File: src/rtl/generador_sensor_estacionamiento_pkg.sv
// generador_sensor_estacionamiento_pkg: sensor codes, state encoding and pattern lookup
package generador_sensor_estacionamiento_pkg;
  localparam logic [1:0] LIBRE    = 2'b00;
  localparam logic [1:0] A_BLOCK  = 2'b10;
  localparam logic [1:0] AB_BLOCK = 2'b11;
  localparam logic [1:0] B_BLOCK  = 2'b01;
  typedef enum logic [2:0] {IDLE, F1, F2, F3, HUECO} estado_t;
  function automatic logic [1:0] patron(estado_t e, logic d);
    return e == F1 ? (d ? B_BLOCK : A_BLOCK) :
           e == F2 ? AB_BLOCK :
           e == F3 ? (d ? A_BLOCK : B_BLOCK) : LIBRE;
  endfunction
endpackage

File: src/rtl/generador_sensor_estacionamiento_contador_fase.sv
// contador_fase: loadable down-counter with terminal-count flag for phase timing
module contador_fase #(
  parameter int W = 2
) (
  input  logic         clk,
  input  logic         rst_n,
  input  logic         load,
  input  logic [W-1:0] valor,
  output logic         tc
);
  logic [W-1:0] cnt;
  // reload on phase change, otherwise count down and hold at zero
  always_ff @(posedge clk or negedge rst_n)
    if (!rst_n) cnt <= '0;
    else if (load) cnt <= valor;
    else if (cnt != '0) cnt <= cnt - 1'b1;
  assign tc = cnt == '0;
endmodule

File: src/rtl/generador_sensor_estacionamiento.sv
// generador_sensor_estacionamiento: replays entry/exit two-beam sensor patterns and tracks occupancy
module generador_sensor_estacionamiento
  import generador_sensor_estacionamiento_pkg::*;
#(
  parameter int DWELL = 1,
  parameter int GAP = 2,
  parameter int CAPACIDAD = 8,
  localparam int OCC_W = $clog2(CAPACIDAD + 1)
) (
  input  logic             clk,
  input  logic             rst_n,
  input  logic             req_entrada,
  input  logic             req_salida,
  output logic [1:0]       sensor,
  output logic             listo,
  output logic             fin,
  output logic             rechazo,
  output logic [OCC_W-1:0] ocupacion
);
  localparam int MX = DWELL > GAP ? DWELL : GAP;
  localparam int CW = $clog2(MX + 1);
  estado_t state, state_n;
  logic dir, dir_n, tc, acc_e, acc_s, rej, load;
  logic [CW-1:0] valor;
  assign acc_e = req_entrada && !req_salida && ocupacion < OCC_W'(CAPACIDAD);
  assign acc_s = req_salida && !req_entrada && ocupacion != '0;
  assign rej = state == IDLE && (req_entrada || req_salida) && !acc_e && !acc_s;
  assign load = state_n != state;
  assign valor = state_n == HUECO ? CW'(GAP - 1) : CW'(DWELL - 1);
  contador_fase #(.W(CW)) u_contador (
    .clk(clk), .rst_n(rst_n), .load(load), .valor(valor), .tc(tc)
  );
  // state and direction registers
  always_ff @(posedge clk or negedge rst_n)
    if (!rst_n) begin
      state <= IDLE;
      dir <= 1'b0;
    end else begin
      state <= state_n;
      dir <= dir_n;
    end
  // admission in IDLE, then fixed phase order advanced by the counter
  always_comb begin
    state_n = state;
    dir_n = dir;
    if (state == IDLE) begin
      if (acc_e || acc_s) begin
        state_n = F1;
        dir_n = acc_s;
      end
    end else if (tc)
      state_n = state == F1 ? F2 : state == F2 ? F3 : state == F3 ? HUECO : IDLE;
  end
  // registered outputs derived from the upcoming state so they align with it
  always_ff @(posedge clk or negedge rst_n)
    if (!rst_n) begin
      sensor <= LIBRE;
      listo <= 1'b1;
      fin <= 1'b0;
      rechazo <= 1'b0;
      ocupacion <= '0;
    end else begin
      sensor <= patron(state_n, dir_n);
      listo <= state_n == IDLE;
      fin <= state == HUECO && tc;
      rechazo <= rej;
      if (state == HUECO && tc) ocupacion <= dir ? ocupacion - OCC_W'(1) : ocupacion + OCC_W'(1);
    end
endmodule
File: config.mk
export PLATFORM = sky130hd
export DESIGN_NAME = generador_sensor_estacionamiento
export DESIGN_NICKNAME = d
export VERILOG_FILES = /design/src/rtl/generador_sensor_estacionamiento_pkg.sv /design/src/rtl/generador_sensor_estacionamiento_contador_fase.sv /design/src/rtl/generador_sensor_estacionamiento.sv
export SDC_FILE = /design/constraint.sdc
export NUM_CORES = 1
export LEC_CHECK = 0
export ABC_AREA = 0
export BUFFER_PORTS_ARGS = -buffer_cell sky130_fd_sc_hd__clkbuf_2
export CORE_UTILIZATION = 48
export CTS_CLUSTER_DIAMETER = 30
export DETAILED_ROUTE_END_ITERATION = 12
export PLACE_DENSITY = 0.7
export SLEW_MARGIN = 20
export SYNTH_ARGS = -nofsm -noshare
export SYNTH_HDL_FRONTEND = slang
export SYNTH_SLANG_ARGS = --single-unit
File: constraint.sdc
create_clock -name clk -period 1.8 [get_ports clk]
set_input_delay 0 -clock clk [delete_from_list [all_inputs] [get_ports clk]]
set_output_delay 0 -clock clk [all_outputs]
set_load 0.01 [all_outputs]
**Word-level counts from Yosys, hierarchy flattened**

Cells that the tools add are included.

- Output and inout port bits: 9
- Register bits: 15

- Add/subtract/negate cells: 3
- Order comparisons: 1
- Muxes and demuxes: 17
- Reductions and logical operators: 20
- Eq/ne operators: 9

Operators by type and width:

| operator | count |
|---|---|
| 3-bit 2-to-1 mux | 6 |
| 2-bit 2-to-1 mux | 7 |
| 3-bit by 2-bit == test with 1-bit output, second input constant | 4 |
| 1-bit logical AND | 8 |
| 3-bit by 1-bit == test with 1-bit output, second input constant | 2 |
| 3-bit == test, second input constant | 2 |
| 3-bit logical NOT | 2 |
| 4-bit by 1-bit adder with 4-bit output, second input constant | 1 |
| 1-bit logical NOT | 4 |
| 4-bit < comparator, second input constant | 1 |
| 4-bit 2-to-1 mux | 1 |
| 2-bit nonzero test | 2 |
| 4-bit nonzero test | 1 |
| 4-bit by 1-bit subtractor with 4-bit output, second input constant | 1 |
| 1-bit 2-to-1 mux | 3 |
| 3-bit inequality test | 1 |
| 2-bit logical NOT | 1 |
| 1-bit logical OR | 2 |
| 2-bit by 1-bit subtractor with 2-bit output, second input constant | 1 |

**Longest topological paths before layout**

Gate-level depths: netlist of run 1.

- Word-level depth: 10
- Mapped depth: 8
- Gate-level depth less buffers: 7

**Cells and area by module**

From an unflattened synthesis of run 1, not the netlist that was laid out.

- Cell total of the unflattened synthesis: 84
- Area total of the unflattened synthesis: 850.8 um^2

By module, submodules not included:

| module | instances | cells an instance | area each (um^2) |
|---|---|---|---|
| generador_sensor_estacionamiento | 1 | 72 | 737.0 |
| contador_fase | 1 | 12 | 113.9 |

**Least setup slack after synthesis of run 1**

No wires, ideal clock.

- Path kind: reg-to-reg
- Start: register ocupacion[1]
- End: register sensor[1]
- Buffers on the path: 0
- Arrival: 1.699 ns
- Slack: -0.023 ns
- Cell stages (with the launch flop): 6
- Period minus slack after synthesis: 1.823 ns
- Cell sequence: dfrtp_1 or4_4 a311oi_4 o22ai_2 nor2b_4 mux2i_1

- Word-level cells in the longest chain between the ends: 9
- Elaborated cells on any way between the ends: 17
- Those cells by class: 1 x order compare; 3 x eq/ne; 9 x mux; 4 x reduce/logical

Ends and longest elaborated chain:

| item | line | source |
|---|---|---|
| from (decl) | generador_sensor_estacionamiento.sv:18 | `output logic [OCC_W-1:0] ocupacion` |
| from (signal assigned) | generador_sensor_estacionamiento.sv:67 | `if (state == HUECO && tc) ocupacion <= dir ? ocupacion - OCC_W'(1) : ocupacion + OCC_W'(1);` |
| 4-bit < comparator / 4-bit nonzero test (equally long branches) | generador_sensor_estacionamiento.sv:25, generador_sensor_estacionamiento.sv:26 |  |
| 1-bit logical AND, on equally long branches | generador_sensor_estacionamiento.sv:25, generador_sensor_estacionamiento.sv:26 |  |
| 1-bit logical OR (*) | generador_sensor_estacionamiento.sv:47 | `if (acc_e \|\| acc_s) begin` |
| 3-bit 2-to-1 mux (*) | generador_sensor_estacionamiento.sv:47 |  |
| 3-bit 2-to-1 mux (*) | generador_sensor_estacionamiento.sv:46 | `if (state == IDLE) begin` |
| named net state_n[0] | generador_sensor_estacionamiento.sv:22 | `estado_t state, state_n;` |
| 3-bit by 2-bit == test with 1-bit output | generador_sensor_estacionamiento_pkg.sv:11 | `e == F3 ? (d ? A_BLOCK : B_BLOCK) : LIBRE;` |
| 2-bit 2-to-1 mux | generador_sensor_estacionamiento_pkg.sv:11 |  |
| 2-bit 2-to-1 mux | generador_sensor_estacionamiento_pkg.sv:10 | `e == F2 ? AB_BLOCK :` |
| 2-bit 2-to-1 mux (*) | generador_sensor_estacionamiento_pkg.sv:9 | `return e == F1 ? (d ? B_BLOCK : A_BLOCK) :` |
| to (signal assigned) | generador_sensor_estacionamiento.sv:63 | `sensor <= patron(state_n, dir_n);` |
| to (decl) | generador_sensor_estacionamiento.sv:14 | `output logic [1:0] sensor,` |

Mark *: on every way through the listed nets, which the timed path passes. The rest lies on a longest branch.
A chain may end at the register's enable or synchronous reset.

**Worst setup path after layout of run 1**

- Start: register ocupacion[2]
- End: register sensor[1]

The elaborated chain is that of the path after synthesis.

==> results of run 1 <==
==> worst register-to-register path, stage by stage (launching register included) <==
cell and delay (ns):
dfrtp_1 0.39, or4_4 0.56, a311oi_4 0.27, o22ai_2 0.17, nor2b_4 0.16, mux2i_1 0.12
==> what timing repair did <==
item	4_1_cts	5_1_grt
setup endpoints to repair	1	3
gates resized for setup	0	2
hold buffers	1	0
buffers inserted	0	1
pin swaps	1	2
hold endpoints to repair	15	0
==> report_power, final <==
group / internal [uW] / switching (uW)
Clock: 82.5 / 115
Combinational: 649 / 641
Sequential: 501 / 77.5
Total: 1230 / 833
==> Yosys cell counts (2+ instances only) <==
cell      count  share of area, %
nand2_1       5               2.3
nor2_1        4               1.9
nand2b_1      2               1.6
clkbuf_1      2              0.94
xnor2_1       4               4.4
a31oi_1       2               1.6
mux2i_1       2               2.5
ha_1          3               4.7
nand3_1       2               1.3
o21ai_1       2               1.3
inv_1         8               3.8
a21oi_1       4               2.5
nor3b_1       2               1.9
dfrtp_1      14                44
mux2_2        2               2.8
==> final cells by class <==
type	instances	share of cell area, %
clock buffers	3	2.230
clock inverters	1	0.4957
inverters	8	2.974
multi-input cells	49	39.16
flip-flops and latches	15	37.30
well taps	16	1.983
repair buffers	25	15.86
==> path summary, 6_finish.rpt <==
kind                                   start                 to  slack (ns)  cells past startpoint
max                             ocupacion[2]          sensor[1]        0.03                      5
min                              req_entrada            rechazo        0.05                      3
max reg2reg                     ocupacion[2]          sensor[1]        0.03                      5
min reg2reg                u_contador.cnt[1]  u_contador.cnt[1]        0.58                      2
max in group asynchronous              rst_n              listo        1.34                      2
min in group asynchronous              rst_n  u_contador.cnt[1]        0.15                      2
==> cell families after synthesis <==
family          synth area share [%]
mux                            5.312
fa+ha+maj                      7.188
compound gates                 14.69
simple gates                   16.72
buf+inv                        4.688
flops                          47.03
xor+xnor                       4.375
==> per-layer routing <==
metal / GRT usage [%] / vias up / share of wire (%)
met3: 6.809 / 2 / 3.2
met4: 7.500 / 0 / 0.88
met5: 0 / - / 0
met1: 23.40 / 296 / 48
met2: 29.39 / 9 / 48
li1: - / 311 / -
==> metrics by stage <==
| step | setup TNS [ns] | std cells |
|---|---|---|
| finish | 0 | 117 |
| global route | -0.01512 | 117 |
| CTS | 0 | 116 |
| detailed placement | -0.005899 | 111 |
| global placement | 0 | 111 |
| floorplan | 0 | 74 |
==> flip-flops by register name, indices dropped and copies added (netlist names) <==
| signal | cells |
|---|---|
| rechazo | 1 |
| listo | 1 |
| fin | 1 |
| state | 3 |
| sensor | 2 |
| u_contador.cnt | 2 |
| ocupacion | 4 |
| dir | 1 |
==> run summary, run 1 <==
Status = finished clean
Drt first-iter violations = 6
Tot Pwr = 2066 uW
Power per Cell Area = 2046 mW/mm^2
Syn_area_per_cell = 10.82 um^2
Fillers = 129
Period minus WS final = 1.771 ns
# port buffers = 12
GR Overflow Total = 0
Ratio of cells with drive above 1 in the final layout = 37.62%
First-pass GRT wire length = 2497 um
Core Rows = 14
Slowest cell on crit path = or4_4
Antenna diode count = 0
Clk buf depth = 2
Crit-path cells = or4_4, a311oi_4, o22ai_2, nor2b_4, mux2i_1
FF/Latch Area = 376.6 um^2
Worst EP required = 1.97 ns
Detailed Routing Iterations Pass 1 = 3
Die width = 42.85 um
Post-DR vias/cell = 5.282
Top Family by Delay on Critical Path = simple AND/OR/NAND/NOR gates
Fin nets = 110
Die ar. = 0.001836 mm^2
Largest net degree at the start of global routing = 16
CP Capture Type = flop
Clock Skew = 0.001076 ns
Initial antenna violation count = 0
Hold slack = 0.05058 ns
I/O pin count = 13
CP startpoint kind = flop
Mapped Cells = 74
Total routed wirelength = 1480 um
LEAKAGE = 0.0005035 uW
Worst path bufs/invs = 0
GPL Wtd Cong = 0.7708
Max VDD drop = 1.003 mV
Sinks on Clock Net = 15
Crit Path Class = reg2reg
Register area share after synthesis = 47.03%
Final Setup Violations = 0
Final core occ = 66.26%
Worst-path clk slew = 0.10 ns
Core region area = 0.001524 mm^2
Post-Syn Area = 800.8 um^2
TritonCTS clock tree = done
CP peak stage delay = 0.56 ns
Worst skew pair latency = 0.28 ns
Vias = 618
Slew @ Worst Pin = 0.3817 ns
Post-route cell area = 0.001010 mm^2
Final Hold Viols = 0
Unrepaired setup endpoints after global routing = true
Post-synth EDFFs = 0
Cts bufs inserted = 3
GR Util All Layers = 18.76%
Async SR Flop Fraction = 100.0%
Period utilization = 98.42%
Final Max Tran Viols = 0
DR DRC count = 0
Yosys cell types = 31
Top FF cell, synth = dfrtp_1
Worst setup margin = 0.02851 ns
Setup WS pre-CTS = -0.005899 ns
Max-cap violations = 0
Worst Path Max Fanout = 5
Hold Path Class = in2reg
Effective utilization at floorplan = 52.55%
Commonest non-fill, non-tap cell in the layout = dfrtp_1
Worst Path Arrival = 1.95 ns
Multi-input gate area = 395.4 um^2
Post-DRT Antenna Nets = 0
Clock root buffer = clkbuf_4
Vias in the first global route = 568
Yosys warns = 0
Max frequency = 564.5 MHz
Mapped Nets = 82
Hpwl dp = 1153 um
Post-synthesis register bit count = 15
WL/cell = 12.65 um
P&R area growth vs syn = 26.09%
Rel. slew slack = 74.55%
Dpl cell area = 955.9 um^2
Die height = 42.85 um
Commonest non-fill, non-tap cells in the layout = dfrtp_1 (14), clkbuf_2 (12), buf_4 (12)
H-Tree Depth = 1
No activity file was read; power rests on OpenSTA's default activity.
==> inputs of run 2 (changes only) <==
--- a/config.mk
+++ b/config.mk
@@ -10,7 +10,8 @@
 export CORE_UTILIZATION = 48
 export CTS_CLUSTER_DIAMETER = 30
 export DETAILED_ROUTE_END_ITERATION = 12
-export PLACE_DENSITY = 0.7
+export PLACE_DENSITY = 0.74
+export REMOVE_ABC_BUFFERS = 1
 export SLEW_MARGIN = 20
 export SYNTH_ARGS = -nofsm -noshare
 export SYNTH_HDL_FRONTEND = slang
==> run 2 against run 1 <==
Against the previous run: clock skew grew 0.0030 ns; fmax grew 1.8%; clock power up 5%; final cell count fell by 0.85%; largest power group unchanged; highest routed layer unchanged.
==> run summary, run 2 (synthesized netlist as in run 1, its figures left out) <==
Status = finished clean
Period minus WS final = 1.740 ns
Commonest non-fill, non-tap cells in the layout = dfrtp_1 (14), clkbuf_2 (12), buf_4 (11)
Slew @ Worst Pin = 0.3689 ns
Clock root buffer = clkbuf_4
# port buffers = 12
Dpl cell area = 955.9 um^2
Hold slack = 0.02463 ns
P&R area growth vs syn = 25.62%
Largest net degree at the start of global routing = 16
Max-cap violations = 0
Total routed wirelength = 1459 um
Placed cell count = 111
Worst skew pair latency = 0.30 ns
Power per Cell Area = 2066 mW/mm^2
Largest registers = ocupacion: 4 flops, state: 3 flops
Vias in the first global route = 530
Max reg flops = 4
H-Tree Depth = 1
Die width = 42.85 um
Drt first-iter violations = 12
WL/cell = 12.58 um
First-pass GRT wire length = 2346 um
Core region area = 0.001524 mm^2
LEAKAGE = 0.0004938 uW
Worst EP required = 1.99 ns
Die ar. = 0.001836 mm^2
Core Rows = 14
Clk buf depth = 2
Post-DR vias/cell = 5.405
Post-route cell area = 0.001006 mm^2
Final Max Tran Viols = 0
TritonCTS clock tree = done
Sinks on Clock Net = 15
DR DRC count = 0
Post-Layout Cell Count = 116
Worst Path Arrival = 1.93 ns
Max frequency = 574.8 MHz
Unrepaired setup endpoints after global routing = false
Setup WS pre-CTS = -0.005694 ns
Antenna diode count = 0
Hold Path Class = in2reg
Vias = 627
Post-DRT Antenna Nets = 0
I/O pin count = 13
Worst setup margin = 0.06018 ns
Largest register by flop count = ocupacion
Worst path bufs/invs = 0
Slowest cell on crit path = or4_4
Fin nets = 109
Final Setup Violations = 0
CP startpoint kind = flop
Worst Path Max Fanout = 4
Max VDD drop = 1.182 mV
Commonest non-fill, non-tap cell in the layout = dfrtp_1
Effective utilization at floorplan = 52.55%
GR Util All Layers = 17.82%
Clock Skew = 0.004126 ns
Period utilization = 96.66%
CP Capture Type = flop
Worst-path clk slew = 0.10 ns
GPL Wtd Cong = 0.7511
Die height = 42.85 um
Final Hold Viols = 0
Rel. slew slack = 75.41%
Initial antenna violation count = 0
GR Overflow Total = 0
Crit Path Class = reg2reg
Ratio of cells with drive above 1 in the final layout = 36.00%
Setup TNS = 0 ns
Crit-path cells = or4_4, a311oi_4, o22ai_4, nor2b_4, mux2i_1
CP peak stage delay = 0.55 ns
Hpwl dp = 1059 um
Cts bufs inserted = 3
Detailed Routing Iterations Pass 1 = 4
Top Family by Delay on Critical Path = simple AND/OR/NAND/NOR gates
run 2: cell count changes in the layout (fill, tap and decap cells not counted):
| cell | previous run | this run |
|---|---|---|
| clkinv_2 | 1 | 0 |
| clkinvlp_4 | 0 | 1 |
| nor4bb_1 | 0 | 1 |
| o22ai_4 | 0 | 1 |
| buf_4 | 12 | 11 |
| nor4bb_2 | 1 | 0 |
| o22ai_2 | 1 | 0 |
run 2: final timing paths:
check	startpoint	slack, ns	endpoint	cells after the start
worst max register to register	ocupacion[1]	0.06	sensor[1]	5
worst max-delay path	ocupacion[1]	0.06	sensor[1]	5
max in group asynchronous	rst_n	1.36	listo	2
min in group asynchronous	rst_n	0.14	ocupacion[1]	2
worst min-delay path	req_entrada	0.02	rechazo	3
worst min register to register	u_contador.cnt[1]	0.60	u_contador.cnt[1]	2
run 2: worst reg2reg max path, cell delays in order, from the launching register on:
cell and delay [ns]:
dfrtp_1 0.39, or4_4 0.55, a311oi_4 0.29, o22ai_4 0.13, nor2b_4 0.15, mux2i_1 0.12
run 2: power breakdown:
group	switching, uW	leakage (uW)	internal, uW
logic	646	0.000296	643
clock network	123	0.0000139	84.8
registers	80.7	0.000184	501
run 2: cell type report:
cell class | count | area [um^2]
repair buffers | 24 | 152.6
well taps | 16 | 20.02
fillers | 122 | 518.0
clock inverters | 1 | 7.507
multi-input cells | 49 | 396.6
clock buffers | 3 | 22.52
flip-flops and latches | 15 | 376.6
inverters | 8 | 30.03
run 2: per-layer routing:
| layer | global-route usage [%] | share of wire [%] | vias up |
|---|---|---|---|
| li1 | - | - | 308 |
| met1 | 22.93 | 49 | 302 |
| met2 | 26.67 | 44 | 13 |
| met3 | 8.085 | 5.5 | 4 |
| met4 | 5.625 | 0.96 | 0 |
| met5 | 0 | 0 | - |
run 2: timing repair:
item,CTS,global route
setup endpoints to repair,1,2
pin swaps,2,1
hold buffers,1,0
gates resized for setup,0,2
buffers inserted,0,0
endpoints found under the hold margin,15,0
run 2: through the flow:
stage / util [%] / power (uW)
floorplan: - / 1405
global placement: 62.73 / 1802
CTS: 65.35 / 2050
detailed placement: 62.73 / 1839
finish: 66.01 / 2079
global route: 66.01 / 2276
